==> config.mk <==
export PLATFORM = sky130hd
export DESIGN_NAME = k8088_membus
export DESIGN_NICKNAME = d
export VERILOG_FILES = /design/src/rtl/k8088_bus_pkg.sv /design/src/rtl/k8088_membus.sv
export SDC_FILE = /design/constraint.sdc
export NUM_CORES = 1
export LEC_CHECK = 0
export BUFFER_PORTS_ARGS = -buffer_cell sky130_fd_sc_hd__buf_2
export CORE_ASPECT_RATIO = 1.4
export CORE_MARGIN = 2
export CORE_UTILIZATION = 50
export CTS_CLUSTER_SIZE = 28
export DETAILED_ROUTE_END_ITERATION = 6
export GPL_ROUTABILITY_DRIVEN = 0
export PLACE_DENSITY = 0.85
export SLEW_MARGIN = 20
export SYNTH_ARGS = -nofsm -noshare
export SYNTH_HDL_FRONTEND = slang
export SYNTH_SLANG_ARGS = --single-unit
export TNS_END_PERCENT = 1
==> constraint.sdc <==
create_clock -name clock -period 2.81 [get_ports clock]
set_input_delay 0.281 -clock clock [delete_from_list [all_inputs] [get_ports clock]]
set_output_delay 0.281 -clock clock [all_outputs]
set_load 0.01 [all_outputs]
==> src/rtl/k8088_bus_pkg.sv <==
`default_nettype none
// ---------------------------------------------------------------------------
// k8088_bus_pkg: shared types for the k8088 memory bus controller.  Rev 1.0
// ---------------------------------------------------------------------------
package k8088_bus_pkg;

  localparam int CNT_W = 3;

  typedef logic [CNT_W-1:0] cnt_t;

  typedef enum logic [1:0] {
    ST_IDLE = 2'd0,
    ST_ACC  = 2'd1,
    ST_DONE = 2'd2
  } state_e;

  typedef enum logic {
    OWN_CPU = 1'b0,
    OWN_VID = 1'b1
  } owner_e;

endpackage
`default_nettype wire

==> src/rtl/k8088_membus.sv <==
`default_nettype none
// ---------------------------------------------------------------------------
// k8088_membus: byte-wide async SRAM controller pacing the k8088 core through
// cpu_chipen, time-shared with a read-only video fetch port.  Rev 1.0
// ---------------------------------------------------------------------------
module k8088_membus
  import k8088_bus_pkg::*;
#(
  parameter int unsigned WAIT = 1
) (
  input  logic        clock,
  input  logic        reset_n,
  input  logic [19:0] cpu_address,
  input  logic [7:0]  cpu_out,
  input  logic        cpu_we,
  output logic [7:0]  cpu_in,
  output logic        cpu_chipen,
  input  logic        vid_req,
  input  logic [19:0] vid_address,
  output logic [7:0]  vid_data,
  output logic        vid_ack,
  output logic [19:0] mem_address,
  output logic [7:0]  mem_wdata,
  input  logic [7:0]  mem_rdata,
  output logic        mem_we,
  output logic        mem_oe
);

  localparam cnt_t WAIT_C = cnt_t'(WAIT);

  state_e      state_q;
  owner_e      owner_q;
  cnt_t        cnt_q;
  logic        last_vid_q;
  logic [19:0] mem_address_q;
  logic [7:0]  mem_wdata_q;
  logic [7:0]  cpu_in_q;
  logic [7:0]  vid_data_q;
  logic        cpu_chipen_q;
  logic        vid_ack_q;
  logic        mem_we_q;
  logic        mem_oe_q;

  // Video may take a slot only if the previous grant went to the CPU.
  logic last_vid_d;
  logic wr_d;

  assign last_vid_d = vid_req & ~last_vid_q;
  assign wr_d       = ~last_vid_d & cpu_we;

  always_ff @(posedge clock or negedge reset_n) begin
    if (!reset_n) begin
      state_q       <= ST_IDLE;
      owner_q       <= OWN_CPU;
      cnt_q         <= '0;
      last_vid_q    <= 1'b0;
      mem_address_q <= 20'h00000;
      mem_wdata_q   <= 8'h00;
      cpu_in_q      <= 8'h00;
      vid_data_q    <= 8'h00;
      cpu_chipen_q  <= 1'b0;
      vid_ack_q     <= 1'b0;
      mem_we_q      <= 1'b0;
      mem_oe_q      <= 1'b0;
    end else begin
      cpu_chipen_q <= 1'b0;
      vid_ack_q    <= 1'b0;
      case (state_q)
        ST_IDLE: begin
          owner_q       <= last_vid_d ? OWN_VID : OWN_CPU;
          last_vid_q    <= last_vid_d;
          mem_address_q <= last_vid_d ? vid_address : cpu_address;
          mem_wdata_q   <= cpu_out;
          mem_we_q      <= wr_d;
          mem_oe_q      <= ~wr_d;
          cnt_q         <= WAIT_C;
          state_q       <= ST_ACC;
        end
        ST_ACC: begin
          if (cnt_q == '0) begin
            mem_we_q <= 1'b0;
            mem_oe_q <= 1'b0;
            if (mem_oe_q) begin
              if (owner_q == OWN_VID) vid_data_q <= mem_rdata;
              else                    cpu_in_q   <= mem_rdata;
            end
            if (owner_q == OWN_VID) vid_ack_q    <= 1'b1;
            else                    cpu_chipen_q <= 1'b1;
            state_q <= ST_DONE;
          end else begin
            cnt_q <= cnt_q - 1'b1;
          end
        end
        ST_DONE: begin
          state_q <= ST_IDLE;
        end
        default: begin
          state_q <= ST_IDLE;
        end
      endcase
    end
  end

  assign cpu_in      = cpu_in_q;
  assign cpu_chipen  = cpu_chipen_q;
  assign vid_data    = vid_data_q;
  assign vid_ack     = vid_ack_q;
  assign mem_address = mem_address_q;
  assign mem_wdata   = mem_wdata_q;
  assign mem_we      = mem_we_q;
  assign mem_oe      = mem_oe_q;

endmodule
`default_nettype wire

==> results of run 1 <==
[critical path: cells and delay by family (launching register included)]
| kind | cells | cell delay [ns] |
|---|---|---|
| flops | 1 | 0.39 |
| mux | 1 | 0.32 |
| fa+ha+maj | 1 | 0.18 |
| buf+inv | 2 | 0.19 |
| simple gates | 3 | 0.64 |
[layout make-up]
class                      instances  area share
clock buffer                       6      0.0243
clock inverter                     2     0.00462
inverter                           5     0.00714
multi-input combinational        129       0.300
sequential                        54       0.453
tap                               62      0.0260
timing repair buffer             109       0.185
[power groups by stage]
stage	Clock [mW]	Combinational, mW	Sequential (mW)
finish	0.413	0.273	0.886
detailed placement	0	0.278	0.901
global route	0.458	0.308	0.896
floorplan	0	0.0991	0.936
CTS	0.425	0.278	0.887
global placement	0	0.269	0.900
[routing by layer]
layer	GRT usage	wire, µm	share of wire
met5	0	0	0
met4	0.0503	54	0.012
met3	0.0534	373	0.081
met2	0.327	2330	0.51
met1	0.202	1850	0.40
[logic make-up after synthesis]
kind of cell / after synthesis / synth area share
and+or+nand+nor: 61 / 0.126
AOI/OAI and AO/OA: 29 / 0.0651
muxes: 37 / 0.179
DFF: 54 / 0.577
adders and majority gates: 2 / 0.0107
buffers and inverters: 16 / 0.0422
[flip-flops by register name (all words and copies together) (netlist names)]
register     flops
cnt_q            3
cpu_in           8
state_q          2
vid_ack          1
mem_oe           1
mem_wdata        8
mem_we           1
vid_data         8
cpu_chipen       1
mem_address     20
owner_q          1
[worst paths after layout]
check,start,to,slack (ns),cells past startpoint
setup / recovery,cnt_q[0],vid_data[2],0.99,7
hold / removal,reset_n,vid_ack,0.04,1
setup reg to reg,cnt_q[0],vid_data[2],0.99,7
hold reg to reg,mem_wdata[7],mem_wdata[7],0.49,2
max in group asynchronous,reset_n,mem_wdata[7],2.03,2
min in group clock,cpu_out[5],mem_wdata[5],0.16,3
[cell usage in the layout, fill, tap and decap left out, types with 2 or more instances in the layout]
cell type / count
mux2i_1: 21
buf_2: 107
nor2_1: 3
mux2_4: 8
o21ai_0: 24
nand3b_4: 2
a21oi_1: 3
ha_1: 2
clkbuf_8: 5
mux2_2: 8
nand2_1: 48
inv_1: 4
buf_4: 2
dfrtp_1: 54
==> summary.md, run 1 <==
| Metric | Value |
|---|---|
| Status | `complete, no violations` |
| Leak pwr | `1.64 nW` |
| Share of layout cells above drive strength 1 | `0.456` |
| Post-synth EDFFs | `0` |
| Final antenna-violating net count | `0` |
| GRT overflow | `0` |
| Max rail drop VDD | `0.321 mV` |
| Fill cell count | `379` |
| GRT Overall Usage | `0.183` |
| Post-synthesis sequential area ratio | `0.577` |
| Clk_skew | `0.0130 ns` |
| Flop pwr share | `0.564` |
| Multi-input gate area | `893 µm²` |
| Final worst slack | `0.990 ns` |
| Crit-path max cell delay | `0.39 ns` |
| Startpoint class of the critical path | `flop` |
| Via count | `1808` |
| Sw Share | `0.256` |
| Max Fclk | `549 MHz` |
| MaxCap Viol Count | `0` |
| CP Cell Sequence | `inv_1 -> ha_1 -> nor2b_4 -> nand3b_4 -> inv_4 -> and3_4 -> mux2_4` |
| Syn nets | `261` |
| Wirelength per Cell | `12.5 µm` |
| Top post-synthesis cells by area | `dfrtp_1 58%, mux2i_1 9.0%, nand2_1 7.7%` |
| WP data arrival | `2.00 ns` |
| Crit end category | `flop` |
| CTS Hold Bufs | `0` |
| WL final | `4600 µm` |
| Setup Fix Bufs, Post-CTS | `0` |
| Register bit total from synthesis | `54` |
| CTS tree | `done` |
| CP max-delay cell | `dfrtp_1` |
| Clock power frac | `0.263` |
| Max clock buf depth | `2` |
| WHS | `0.0442 ns` |
| Initial DRC count | `61` |
| Die area | `0.00526 mm²` |
| Non-filler instance count after layout | `367` |
| Pint | `1.17 mW` |
| FF/Latch Area | `0.00135 mm²` |
| Critical Path Fanout Max | `8` |
| DR vias/cell | `4.93` |
| Post-synth top area share | `0.577` |
| Nets | `366` |
| Fin crit period | `1.82 ns` |
| Final Hold Fails | `0` |
| Final instance area | `0.00298 mm²` |
| Hold crit path type | `input pin to asynchronous set/reset pin` |
| Clock sink total | `54` |
| Top-count cell post-synth | `dfrtp_1` |
| Pre-antenna DRT Iters | `4` |
| PwrDens | `528 mW/mm²` |
| Area Overhead vs Synth | `27.2%` |
| Gate power share | `0.173` |
| Leading area contributor after synthesis | `dfrtp_1` |
| Unrepaired setup endpoints after global routing | `no` |
| Starting Density | `0.517` |
| Worst relative slew slack | `0.466` |
| Clock Latency Late Sink | `0.30 ns` |
| DR DRC count | `0` |
| Die height | `85.0 µm` |
| Number of global-route vias before repair | `1803` |
| Ys flop type | `dfrtp_1` |
| CTS resizes | `0` |
| Clock buffer count from CTS | `5` |
| Synth top cells by count | `54 x dfrtp_1, 48 x nand2_1, 24 x o21ai_0` |
| CTS root buf | `clkbuf_8` |
| Placed Cells | `359` |
| Die Wd | `61.9 µm` |
| Critical path class | `flop to flop` |
| Final Power | `1.57 mW` |
| Antenna violations before repair | `0` |
| Mapped Area | `0.00234 mm²` |
| Ys Warns | `0` |
| Row count | `29` |
| Fin util | `0.657` |
| Synth async-reset ratio | `1.00` |
| Final TNS setup | `0 ns` |
| Net Sw Power | `0.403 mW` |
| Cells after Synth | `199` |
| Clock Pin Slew Worst Setup and Hold Paths | `0.09 ns` |
| Synth unique cells | `27` |
| Port Buf Inserts | `107` |
| Setup violations, final | `0` |
| First-pass GRT wire length | `7310 µm` |
| Place WS | `1.01 ns` |
| Final Max Tran Viols | `0` |
| Core Region | `0.00454 mm²` |
| Req. time, crit path | `2.99 ns` |
| IO Pins | `108` |
| Largest net degree at the start of global routing | `54` |
| # diodes | `0` |
| Mean post-synth cell area | `11.8 µm²` |
| H-tree levels | `2` |
| Worst-Margin Slew | `0.800 ns` |
| DP HPWL | `3590 µm` |
| DP Area | `0.00289 mm²` |
| Post-route clock period utilization | `0.648` |
(Power assumes the default switching activity.)
==> inputs of run 2 (changes only) <==
ABC_AREA = 1   (was not set)
CORE_UTILIZATION = 47   (was 50)
PLACE_DENSITY = 0.79   (was 0.85)
clock period = 1.7 ns   (was 2.81 ns; I/O delays follow)
==> run 2 against run 1 <==
Setup slack got worse by 0.70 ns. Largest power group unchanged. Sequential power increased by 65%. Power is 78% higher. Largest cell class unchanged.
==> summary.md, run 2 <==
| Metric | Value |
|---|---|
| Synth async-reset ratio | `1.00 (unchanged)` |
| Setup Fix Bufs, Post-CTS | `0 (unchanged)` |
| Most frequent cells in the layout | `151 x nand2_1, 107 x buf_2, 54 x dfrtp_1` |
| Top post-synthesis cells by area | `dfrtp_1 54%, nand2_1 23%, nand3_1 8.4%` |
| First-pass GRT wire length | `9770 µm (+34%)` |
| Mapped Area | `0.00251 mm² (+7.0%)` |
| Max Fclk | `710 MHz (+29%)` |
| CTS resizes | `0 (unchanged)` |
| Place WS | `0.298 ns (-0.713 ns)` |
| Met3 Usage GRT | `0.0411 (-0.0122)` |
| CTS root buf | `clkbuf_8` |
| Post-synth top area share | `0.539 (-0.0377)` |
| Crit path max-delay family | `simple AND/OR/NAND/NOR gates` |
| Ys Warns | `0 (unchanged)` |
| Hold Path Sink | `mem_wdata[3]` |
| DP HPWL | `4270 µm (+19%)` |
| Hold crit path type | `input pin to flop` |
| CTS tree | `done` |
| Clock Pin Slew Worst Setup and Hold Paths | `0.10 ns (about the same)` |
| Pint | `2.05 mW (+75%)` |
| WL final | `5690 µm (+24%)` |
| Critical hold path startpoint | `cpu_out[3]` |
| Reg2reg setup slack | `0.29 ns (-0.70 ns)` |
| Met1 GRT Util | `0.241 (+0.0395)` |
| Clock buffer count from CTS | `5 (unchanged)` |
| Register bit total from synthesis | `54 (unchanged)` |
| Final worst slack | `0.291 ns (-0.698 ns)` |
| Sw Share | `0.269 (+0.0128)` |
| Syn nets | `387 (+48%)` |
| Fin crit period | `1.41 ns (-0.412 ns)` |
| Net Sw Power | `0.754 mW (+87%)` |
| # diodes | `0 (unchanged)` |
| Initial DRC count | `153 (+150%)` |
| PwrDens | `865 mW/mm² (+64%)` |
| Top-count cell post-synth | `nand2_1` |
| DR vias/cell | `4.71 (-4.5%)` |
| Core Region | `0.00516 mm² (+14%)` |
| Die Wd | `65.7 µm (+6.3%)` |
| Busiest layer in global routing | `met2` |
| Share of layout cells above drive strength 1 | `0.296 (-0.160)` |
| Max reg flops | `20 (unchanged)` |
| Max clock buf depth | `2 (unchanged)` |
| Hold Crit Depth | `3` |
| Leak pwr | `1.97 nW (+20%)` |
| Critical Path Fanout Max | `8 (unchanged)` |
| GRT overflow | `0 (unchanged)` |
| Nets | `497 (+36%)` |
| Final Max Tran Viols | `0 (unchanged)` |
| IO Pins | `108 (unchanged)` |
| Bufs and invs on worst path | `2 (unchanged)` |
| Final antenna-violating net count | `0 (unchanged)` |
| Port Buf Inserts | `107 (unchanged)` |
| Leading area contributor after synthesis | `dfrtp_1` |
| Row count | `31 (+6.9%)` |
| Clock sink total | `54 (unchanged)` |
| Post-synth EDFFs | `0 (unchanged)` |
| CP max-delay cell | `dfrtp_1` |
| Most common cell after layout, fill and taps aside | `nand2_1` |
| DR DRC count | `0 (unchanged)` |
| Post-route clock period utilization | `0.829 (+0.181)` |
| Worst-Margin Slew | `0.593 ns (-0.208 ns)` |
| Pre-antenna DRT Iters | `4 (unchanged)` |
| Die area | `0.00594 mm² (+13%)` |
| Synth top cells by count | `151 x nand2_1, 54 x dfrtp_1, 48 x inv_1` |
| Startpoint class of the critical path | `flop` |
| Gate power share | `0.167 (-0.006)` |
| Crit end category | `flop` |
| Synth unique cells | `17 (-37%)` |
| Via count | `2363 (+31%)` |
| Area Overhead vs Synth | `29.3%` |
| WP data arrival | `1.61 ns (-0.39 ns)` |
| Ys flop type | `dfrtp_1` |
| Req. time, crit path | `1.90 ns (-1.09 ns)` |
| Starting Density | `0.486 (-0.0306)` |
| Status | `complete, no violations` |
| Post-synthesis sequential area ratio | `0.539 (-0.0377)` |
| Wirelength per Cell | `11.3 µm (-9.7%)` |
| Mean post-synth cell area | `7.72 µm² (-34%)` |
| H-tree levels | `2 (unchanged)` |
| Critical path class | `flop to flop` |
| M2 GR Usage | `0.359 (+0.0313)` |
| Unrepaired setup endpoints after global routing | `no` |
| CP Cell Sequence | `inv_1 -> ha_1 -> inv_1 -> nor2_1 -> nand3_2 -> nand2_1 -> nand2_1` |
| Number of global-route vias before repair | `2250 (+25%)` |
| Clk_skew | `0.0103 ns (-0.00266 ns)` |
| Largest net degree at the start of global routing | `34 (-37%)` |
| Cells after Synth | `325 (+63%)` |
| MaxCap Viol Count | `0 (unchanged)` |
| Final TNS setup | `0 ns (unchanged)` |
| Final Hold Fails | `0 (unchanged)` |
| Max rail drop VDD | `0.482 mV (+50%)` |
| CTS Hold Bufs | `1 (+1)` |
| Clock Latency Late Sink | `0.31 ns (about the same)` |
| RR Endpoint | `vid_data[4]` |
| Clock power frac | `0.312 (+0.049)` |
| Crit-path max cell delay | `0.39 ns (about the same)` |
| Flop pwr share | `0.521 (-0.043)` |
| GRT Overall Usage | `0.206 (+0.0237)` |
| Antenna violations before repair | `0 (unchanged)` |
| Fill cell count | `459 (+21%)` |
| Worst relative slew slack | `0.605 (+0.138)` |
| R2R depth | `7 (unchanged)` |
| RR Startpoint | `cnt_q[0]` |
| Die height | `90.4 µm (+6.4%)` |
| Setup violations, final | `0 (unchanged)` |
## run 2: cell count changes in the layout (fill, tap and decap cells not counted), moves of 21 or more
cell,previous run,this run
nand3_1,1,42
mux2i_1,21,0
o21ai_0,24,2
inv_1,4,48
nand2_1,48,151
## run 2: cell type report
class	instances	area [µm²]	share of cell area
inverter	51	191	0.0590
sequential	54	1350	0.417
timing repair buffer	114	603	0.186
clock inverter	3	47.5	0.0147
tap	66	82.6	0.0255
clock buffer	5	68.8	0.0212
multi-input combinational	209	898	0.277
## run 2: how the worst max path moves through the flow
stage / start / endpoint / slack (ns) / cells after the start
after global routing: cnt_q[0] / vid_data[4] / 0.14 / 7
after floorplan: cnt_q[0] / vid_data[0] / 0.47 / 7
after detailed placement: cnt_q[0] / vid_data[4] / 0.30 / 7
final: cnt_q[0] / vid_data[4] / 0.29 / 7
after CTS: cnt_q[0] / vid_data[4] / 0.28 / 7
after global placement: cnt_q[0] / vid_data[6] / 0.37 / 7
## run 2: stage by stage
stage                     hold WS [ns]  cells  utilization  cell area, µm²  power [mW]
final                           0.0639    502        0.629            3240        2.80
after global routing            0.0570    502        0.629            3240        2.97
after CTS                       0.0539    502        0.629            3240        2.84
after detailed placement         0.208    493        0.604            3120        1.96
after global placement           0.202    493        0.604            3120        1.94
after floorplan                 -0.126    325            -            2510        1.70
## run 2: per-layer routing
layer	share of wire	up-vias
met5	0	-
met4	0.028	0
met3	0.066	12
met2	0.52	79
met1	0.39	1081
li1	-	1191
## run 2: worst min-delay path, cell delays in order
cell,delay (ns)
buf_2,0.07
nand2_1,0.04
nand2_1,0.05
## run 2: cell families after synthesis
| family | after synthesis | share of synthesized area |
|---|---|---|
| and+or+nand+nor | 204 | 0.341 |
| buffers and inverters | 62 | 0.103 |
| DFF | 54 | 0.539 |
| AOI/OAI and AO/OA | 2 | 0.00399 |
| adders and majority gates | 2 | 0.00998 |
| xor gates and xnor gates | 1 | 0.00349 |
## run 2: power groups by stage
stage                     Combinational (mW)  Sequential [mW]  Clock, mW
after floorplan                        0.158             1.54          0
after global placement                 0.458             1.49          0
after detailed placement               0.475             1.49          0
after CTS                              0.478             1.46      0.900
after global routing                   0.530             1.48      0.957
final                                  0.469             1.46      0.874
